--- config.mk ---
export PLATFORM = sky130hd
export DESIGN_NAME = axi_rd_arbiter
export DESIGN_NICKNAME = d
export VERILOG_FILES = /design/src/rtl/axi_rd_arbiter.sv
export SDC_FILE = /design/constraint.sdc
export NUM_CORES = 1
export LEC_CHECK = 0
export ABC_AREA = 0
export CORE_AREA = 5 5 269 271
export CTS_BUF_LIST = sky130_fd_sc_hd__clkbuf_4
export CTS_CLUSTER_DIAMETER = 200
export DETAILED_ROUTE_END_ITERATION = 10
export DIE_AREA = 0 0 274 276
export HOLD_SLACK_MARGIN = 0.08
export PLACE_DENSITY_LB_ADDON = 0.25
export SLEW_MARGIN = 40
export SYNTH_ARGS = -nofsm -noshare
export SYNTH_HDL_FRONTEND = slang
export SYNTH_SLANG_ARGS = --single-unit
--- constraint.sdc ---
create_clock -name ACLK -period 2.4 [get_ports ACLK]
set_input_delay 0.72 -clock ACLK [delete_from_list [all_inputs] [get_ports ACLK]]
set_output_delay 0.72 -clock ACLK [all_outputs]
set_load 0.05 [all_outputs]
--- src/rtl/axi_rd_arbiter.sv ---
// Round-robin arbiter sharing one AXI read port among NUM_REQ read masters.
// One burst is outstanding at a time; R beats are steered to the owner until RLAST.

module axi_rd_arbiter #(
  parameter int NUM_REQ = 2,
  parameter int ADDR_W  = 32,
  parameter int DATA_W  = 256
) (
  input  logic                      ACLK,
  input  logic                      ARESET,
  // Requester side
  input  logic [NUM_REQ*ADDR_W-1:0] S_AXI_araddr,
  input  logic [NUM_REQ*8-1:0]      S_AXI_arlen,
  input  logic [NUM_REQ*3-1:0]      S_AXI_arsize,
  input  logic [NUM_REQ*2-1:0]      S_AXI_arburst,
  input  logic [NUM_REQ-1:0]        S_AXI_arvalid,
  output logic [NUM_REQ-1:0]        S_AXI_arready,
  output logic [DATA_W-1:0]         S_AXI_rdata,
  output logic [1:0]                S_AXI_rresp,
  output logic                      S_AXI_rlast,
  output logic [NUM_REQ-1:0]        S_AXI_rvalid,
  input  logic [NUM_REQ-1:0]        S_AXI_rready,
  // DDR controller side
  output logic [ADDR_W-1:0]         M_AXI_araddr,
  output logic [7:0]                M_AXI_arlen,
  output logic [2:0]                M_AXI_arsize,
  output logic [1:0]                M_AXI_arburst,
  output logic [3:0]                M_AXI_arid,
  output logic [3:0]                M_AXI_arcache,
  output logic [3:0]                M_AXI_arqos,
  output logic [1:0]                M_AXI_arlock,
  output logic [2:0]                M_AXI_arprot,
  output logic                      M_AXI_arvalid,
  input  logic                      M_AXI_arready,
  input  logic [DATA_W-1:0]         M_AXI_rdata,
  input  logic [1:0]                M_AXI_rresp,
  input  logic [3:0]                M_AXI_rid,
  input  logic                      M_AXI_rlast,
  input  logic                      M_AXI_rvalid,
  output logic                      M_AXI_rready,
  // Status
  output logic                      busy,
  output logic [NUM_REQ-1:0]        grant,
  output logic                      err
);

  localparam int IDX_W = $clog2(NUM_REQ);

  typedef enum logic [1:0] {
    ST_IDLE = 2'd0,
    ST_ADDR = 2'd1,
    ST_DATA = 2'd2
  } state_t;

  state_t            state_q;
  logic [IDX_W-1:0]  owner_q;
  logic [IDX_W-1:0]  last_grant_q;
  logic [ADDR_W-1:0] araddr_q;
  logic [7:0]        arlen_q;
  logic [2:0]        arsize_q;
  logic [1:0]        arburst_q;
  logic [7:0]        beat_cnt_q;
  logic              err_q;
  logic              err_d;

  logic              rr_hit;
  logic [IDX_W-1:0]  rr_sel;
  logic [IDX_W-1:0]  cand_idx;
  logic              r_fire;
  logic              beat_bad;

  // Search begins just past the previous owner, so a finishing owner ranks last.
  always_comb begin
    // NOTE: every signal written here gets a default first, so no path can infer a latch.
    rr_hit   = 1'b0;
    rr_sel   = '0;
    cand_idx = '0;
    for (int k = 1; k <= NUM_REQ; k++) begin
      cand_idx = IDX_W'((int'(last_grant_q) + k) % NUM_REQ);
      if (!rr_hit && S_AXI_arvalid[cand_idx]) begin
        rr_hit = 1'b1;
        rr_sel = cand_idx;
      end
    end
  end

  assign r_fire   = (state_q == ST_DATA) & M_AXI_rvalid & S_AXI_rready[owner_q];
  assign beat_bad = (M_AXI_rid != 4'(owner_q)) | (M_AXI_rlast != (beat_cnt_q == arlen_q));
  assign err_d    = err_q | (r_fire & beat_bad);

  // NOTE: reset is synchronous, so it lives inside the clocked block with no edge on ARESET.
  always_ff @(posedge ACLK) begin
    if (ARESET) begin
      state_q      <= ST_IDLE;
      owner_q      <= '0;
      last_grant_q <= IDX_W'(NUM_REQ - 1);
      araddr_q     <= '0;
      arlen_q      <= '0;
      arsize_q     <= '0;
      arburst_q    <= '0;
      beat_cnt_q   <= '0;
      err_q        <= 1'b0;
    end else begin
      err_q <= err_d;
      case (state_q)
        ST_IDLE: begin
          if (rr_hit) begin
            araddr_q   <= S_AXI_araddr[int'(rr_sel)*ADDR_W +: ADDR_W];
            arlen_q    <= S_AXI_arlen[int'(rr_sel)*8 +: 8];
            arsize_q   <= S_AXI_arsize[int'(rr_sel)*3 +: 3];
            arburst_q  <= S_AXI_arburst[int'(rr_sel)*2 +: 2];
            owner_q    <= rr_sel;
            beat_cnt_q <= '0;
            state_q    <= ST_ADDR;
          end
        end
        ST_ADDR: begin
          if (M_AXI_arready) state_q <= ST_DATA;
        end
        ST_DATA: begin
          if (r_fire) begin
            beat_cnt_q <= beat_cnt_q + 8'd1;
            // A missing RLAST keeps us here; only the real RLAST releases the port.
            if (M_AXI_rlast) begin
              last_grant_q <= owner_q;
              state_q      <= ST_IDLE;
            end
          end
        end
        default: state_q <= ST_IDLE;
      endcase
    end
  end

  always_comb begin
    S_AXI_arready = '0;
    S_AXI_rvalid  = '0;
    grant         = '0;
    if (state_q == ST_IDLE && rr_hit) S_AXI_arready[rr_sel] = 1'b1;
    if (state_q == ST_DATA) S_AXI_rvalid[owner_q] = M_AXI_rvalid;
    if (state_q != ST_IDLE) grant[owner_q] = 1'b1;
  end

  assign M_AXI_rready  = (state_q == ST_DATA) & S_AXI_rready[owner_q];
  assign S_AXI_rdata   = M_AXI_rdata;
  assign S_AXI_rresp   = M_AXI_rresp;
  assign S_AXI_rlast   = M_AXI_rlast;

  assign M_AXI_arvalid = (state_q == ST_ADDR);
  assign M_AXI_araddr  = araddr_q;
  assign M_AXI_arlen   = arlen_q;
  assign M_AXI_arsize  = arsize_q;
  assign M_AXI_arburst = arburst_q;
  assign M_AXI_arid    = 4'(owner_q);
  assign M_AXI_arcache = 4'b0011;
  assign M_AXI_arqos   = 4'b0000;
  assign M_AXI_arlock  = 2'b00;
  assign M_AXI_arprot  = 3'b000;

  assign busy = (state_q != ST_IDLE);
  assign err  = err_q;

endmodule

==> summary.txt, run 1 <==
Global route
  • Largest net degree at the start of global routing: 47
  • GRT overflow: 0
  • Vias in the first global route: 3464
  • Initial antenna violation count: 2
  • GRT Total Usage: 0.0650
  • First-pass GRT wire length: roughly 33000 microns

Synth
  • Share of the synthesized area in the top cell type: 0.461
  • Netlist cell types: 35
  • Ys async rst share: 0
  • Synth warn: 0
  • Yosys reg bits: 58
  • Post-Syn Area: approximately 4500 sq um
  • Largest area contributor in the netlist: buf_4
  • Post-synthesis cell count: 531
  • Count of flip-flops with a built-in enable after synthesis: 0
  • Syn_area_per_cell: 8.47 sq um
  • Most used DFF post-synth: dfxtp_1
  • Seq/Total Area, Yosys: 0.258
  • Leading post-synthesis cells by cell area: buf_4 (46%), dfxtp_1 (26%), a222oi_1 (10%), nor2_1 (4.3%), xnor2_1 (1.8%)

Floorplanning
  • Die area: 75600 sq um
  • Core ar.: 69500 sq um
  • Die W: 274 microns
  • Io pins: 692
  • Initial core utilization: 0.0647
  • Die H: 276 microns
  • Site Rows: slightly below 100

Worst setup path
  • Crit-path max FO: 3
  • Crit path capture type: output port
  • Largest stage delay, worst path: 0.50 ns
  • Crit-path cells: clkdlybuf4s50_1 > nand2_1 > and3_4 > buf_12
  • Crit Path Category: primary input to output port
  • WP data required: 1.68 ns
  • Arrival time of the worst setup path: 1.63 ns
  • Startpoint Class: primary input
  • CP max-delay cell: clkdlybuf4s50_1

Outcome
  • Status: completed

Timing
  • Setup repair after global routing missed its margin: false
  • Tmin final: 2.35 ns
  • Tcrit/Tclk final: 0.981
  • Slew Viols, Final: 0
  • Final setup violation count: 0
  • Final hold viol count: 0
  • Slew margin rel.: 0.641
  • Max frequency: 425 MHz
  • Hold_ws: 0.514 ns
  • Worst Skew: 0.0521 ns
  • Worst-Margin Slew: 0.540 ns

Drt
  • DR DRC count: 0
  • Initial drt markers: 247
  • Final wirelength: 26100 microns
  • DR vias: approximately 3300
  • DRT Pass-1 Iters: 8
  • Via density per instance: between 2 and 2.5
  • Final ANT Viol Nets: 0
  • Routed length per instance: 18.9 microns

Job
  • Maxcap violations: 0

Pwr
  • Seq pwr share: 0.380
  • Switch share: 0.428
  • Internal: 1.66 mW
  • Clk pwr share: 0.252
  • Pwr/cell area: between 500 and 600 nW/um^2
  • VDD IR max: 242 uV
  • Combinational power share: 0.368
  • Switch Pwr: 1.25 mW
  • Pleak: about 1.8 nW

Place
  • DP Cell Count: 1357
  • Port Buffers: approximately 160
  • Post-detail-place hpwl: 20900 microns
  • Dpl cell area: 5300 sq um
  • Routability cong.: about 0.66

Final layout
  • Area delta synth->final: 20.9%
  • Final instance area: 5440 sq um
  • Fin cells: 1382
  • Share of cells above drive strength 1: 0.164
  • Nets: 795
  • FILL cells: 8137

Clocking
  • Root Buffer: clkbuf_4
  • CTS Buffer Depth: 2
  • # clock sinks: 58
  • CTS tree: done
  • Total CTS buffers: 9
  • H-tree levels: 3
  • Worst-path clk slew: around 0.12 ns
  • Insertion delay to the later sink of the worst-skew pair: 0.54 ns

Hold path
  • HP Class: flip-flop to flip-flop
==> layer usage <==
layer / part of all wire / up-vias / global-route usage / wire length [microns]
met5: 0 / - / 0 / 0
met4: 0.072 / 0 / 0.0473 / 1870
met3: 0.22 / 113 / 0.0623 / 5720
met2: 0.42 / 388 / 0.0943 / 11000
met1: 0.29 / 1449 / 0.0552 / 7530
li1: - / 1340 / - / -
==> cell usage after synthesis (4+ instances only) <==
library cell	instances
o31ai_1	5
buf_4	276
xnor2_1	9
nand3_1	4
buf_1	5
nand2_1	5
nand2b_1	4
or4_1	7
clkbuf_1	8
dfxtp_1	58
buf_2	10
inv_1	4
nor2_1	52
a222oi_1	45
a21oi_1	10
==> what timing repair did <==
item,4_1_cts,5_1_grt
gates cloned,0,0
hold buffers,0,0
setup endpoints to repair,40,2
buffers inserted,4,1
pin swaps,1,0
resized for setup,43,5
==> power groups by stage <==
| stage | clock, mW | combinational (mW) | sequential (mW) |
|---|---|---|---|
| floorplan | 0 | 1.54 | 1.34 |
| global placement | 0 | 1.10 | 1.14 |
| detailed placement | 0 | 1.10 | 1.13 |
| CTS | 0.832 | 1.08 | 1.11 |
| global route | 0.850 | 1.14 | 1.12 |
| finish | 0.734 | 1.07 | 1.11 |
==> critical path, delay by kind of cell <==
family / cells / cell delay (ns)
buf+inv: 2 / 0.65
simple gates: 2 / 0.26
==> through the flow <==
stage	setup WS (ns)	total power, mW	setup TNS [ns]	utilization
after floorplan	0.144	2.88	0	-
after global placement	-0.121	2.24	-0.321	0.0762
after detailed placement	-0.0763	2.24	-0.334	0.0762
after CTS	-0.000510	3.03	-0.000510	0.0778
after global routing	0.0112	3.11	0	0.0781
final	0.0457	2.91	0	0.0782
==> kinds of logic after synthesis <==
family | Yosys count | synth area share
compound gates | 65 | 0.128
xor+xnor | 10 | 0.0195
fa+ha+maj | 1 | 0.00278
buf+inv | 304 | 0.489
flops | 58 | 0.258
mux | 2 | 0.00556
other cells | 2 | 0.00167
simple gates | 89 | 0.0954
==> path summary, 6_finish.rpt <==
check                                       from               end  slack, ns  cells past startpoint
worst max-delay path            S_AXI_arvalid[0]  S_AXI_arready[1]       0.05                      4
worst min register to register     beat_cnt_q[7]     beat_cnt_q[7]       0.51                      2
worst min-delay path               beat_cnt_q[7]     beat_cnt_q[7]       0.51                      2
worst max register to register        state_q[0]     beat_cnt_q[7]       0.63                      8
==> flip-flops by register name, summed over array words and instances, names as in the netlist <==
name / cells
M_AXI_araddr: 32
owner_q: 1
beat_cnt_q: 8
last_grant_q: 1
M_AXI_arsize: 3
state_q: 2
M_AXI_arlen: 8
M_AXI_arburst: 2
err: 1
==> area by class of cell <==
cell class	instances	area, sq um	area share
timing repair buffer	177	1750	0.322
multi-input combinational	183	1210	0.223
tap	940	1180	0.216
sequential	58	1160	0.214
clock buffer	10	75.1	0.0138
clock inverter	6	33.8	0.00621
inverter	4	15.0	0.00276
antenna	4	10.0	0.00184
==> layout by cell type, fill, tap and decap left out, drive strengths merged, types with 5 or more instances in the layout <==
cell type	Yosys	layout
clkinv	0	5
dlygate4sd2	0	38
a222oi	45	45
nand2	5	5
or4	7	7
clkbuf	8	10
conb	2	16
o31ai	5	5
nor2	52	52
buf	292	41
xnor2	9	9
dfxtp	58	58
a21oi	10	10
clkdlybuf4s50	0	98
No activity file was read; power rests on OpenSTA's default activity.
==> run 2, diff against run 1 <==
Settings changed: GPL_ROUTABILITY_DRIVEN set to 0, SLEW_MARGIN 40 to 15.
==> results of run 2 <==
Final layout, timing and power as in run 1 (identical DEF).
==> run 3, diff against run 2 <==
Settings changed: CTS_CLUSTER_DIAMETER 200 to not set.
==> results of run 3 <==
Final layout, timing and power as in run 1 (identical DEF).
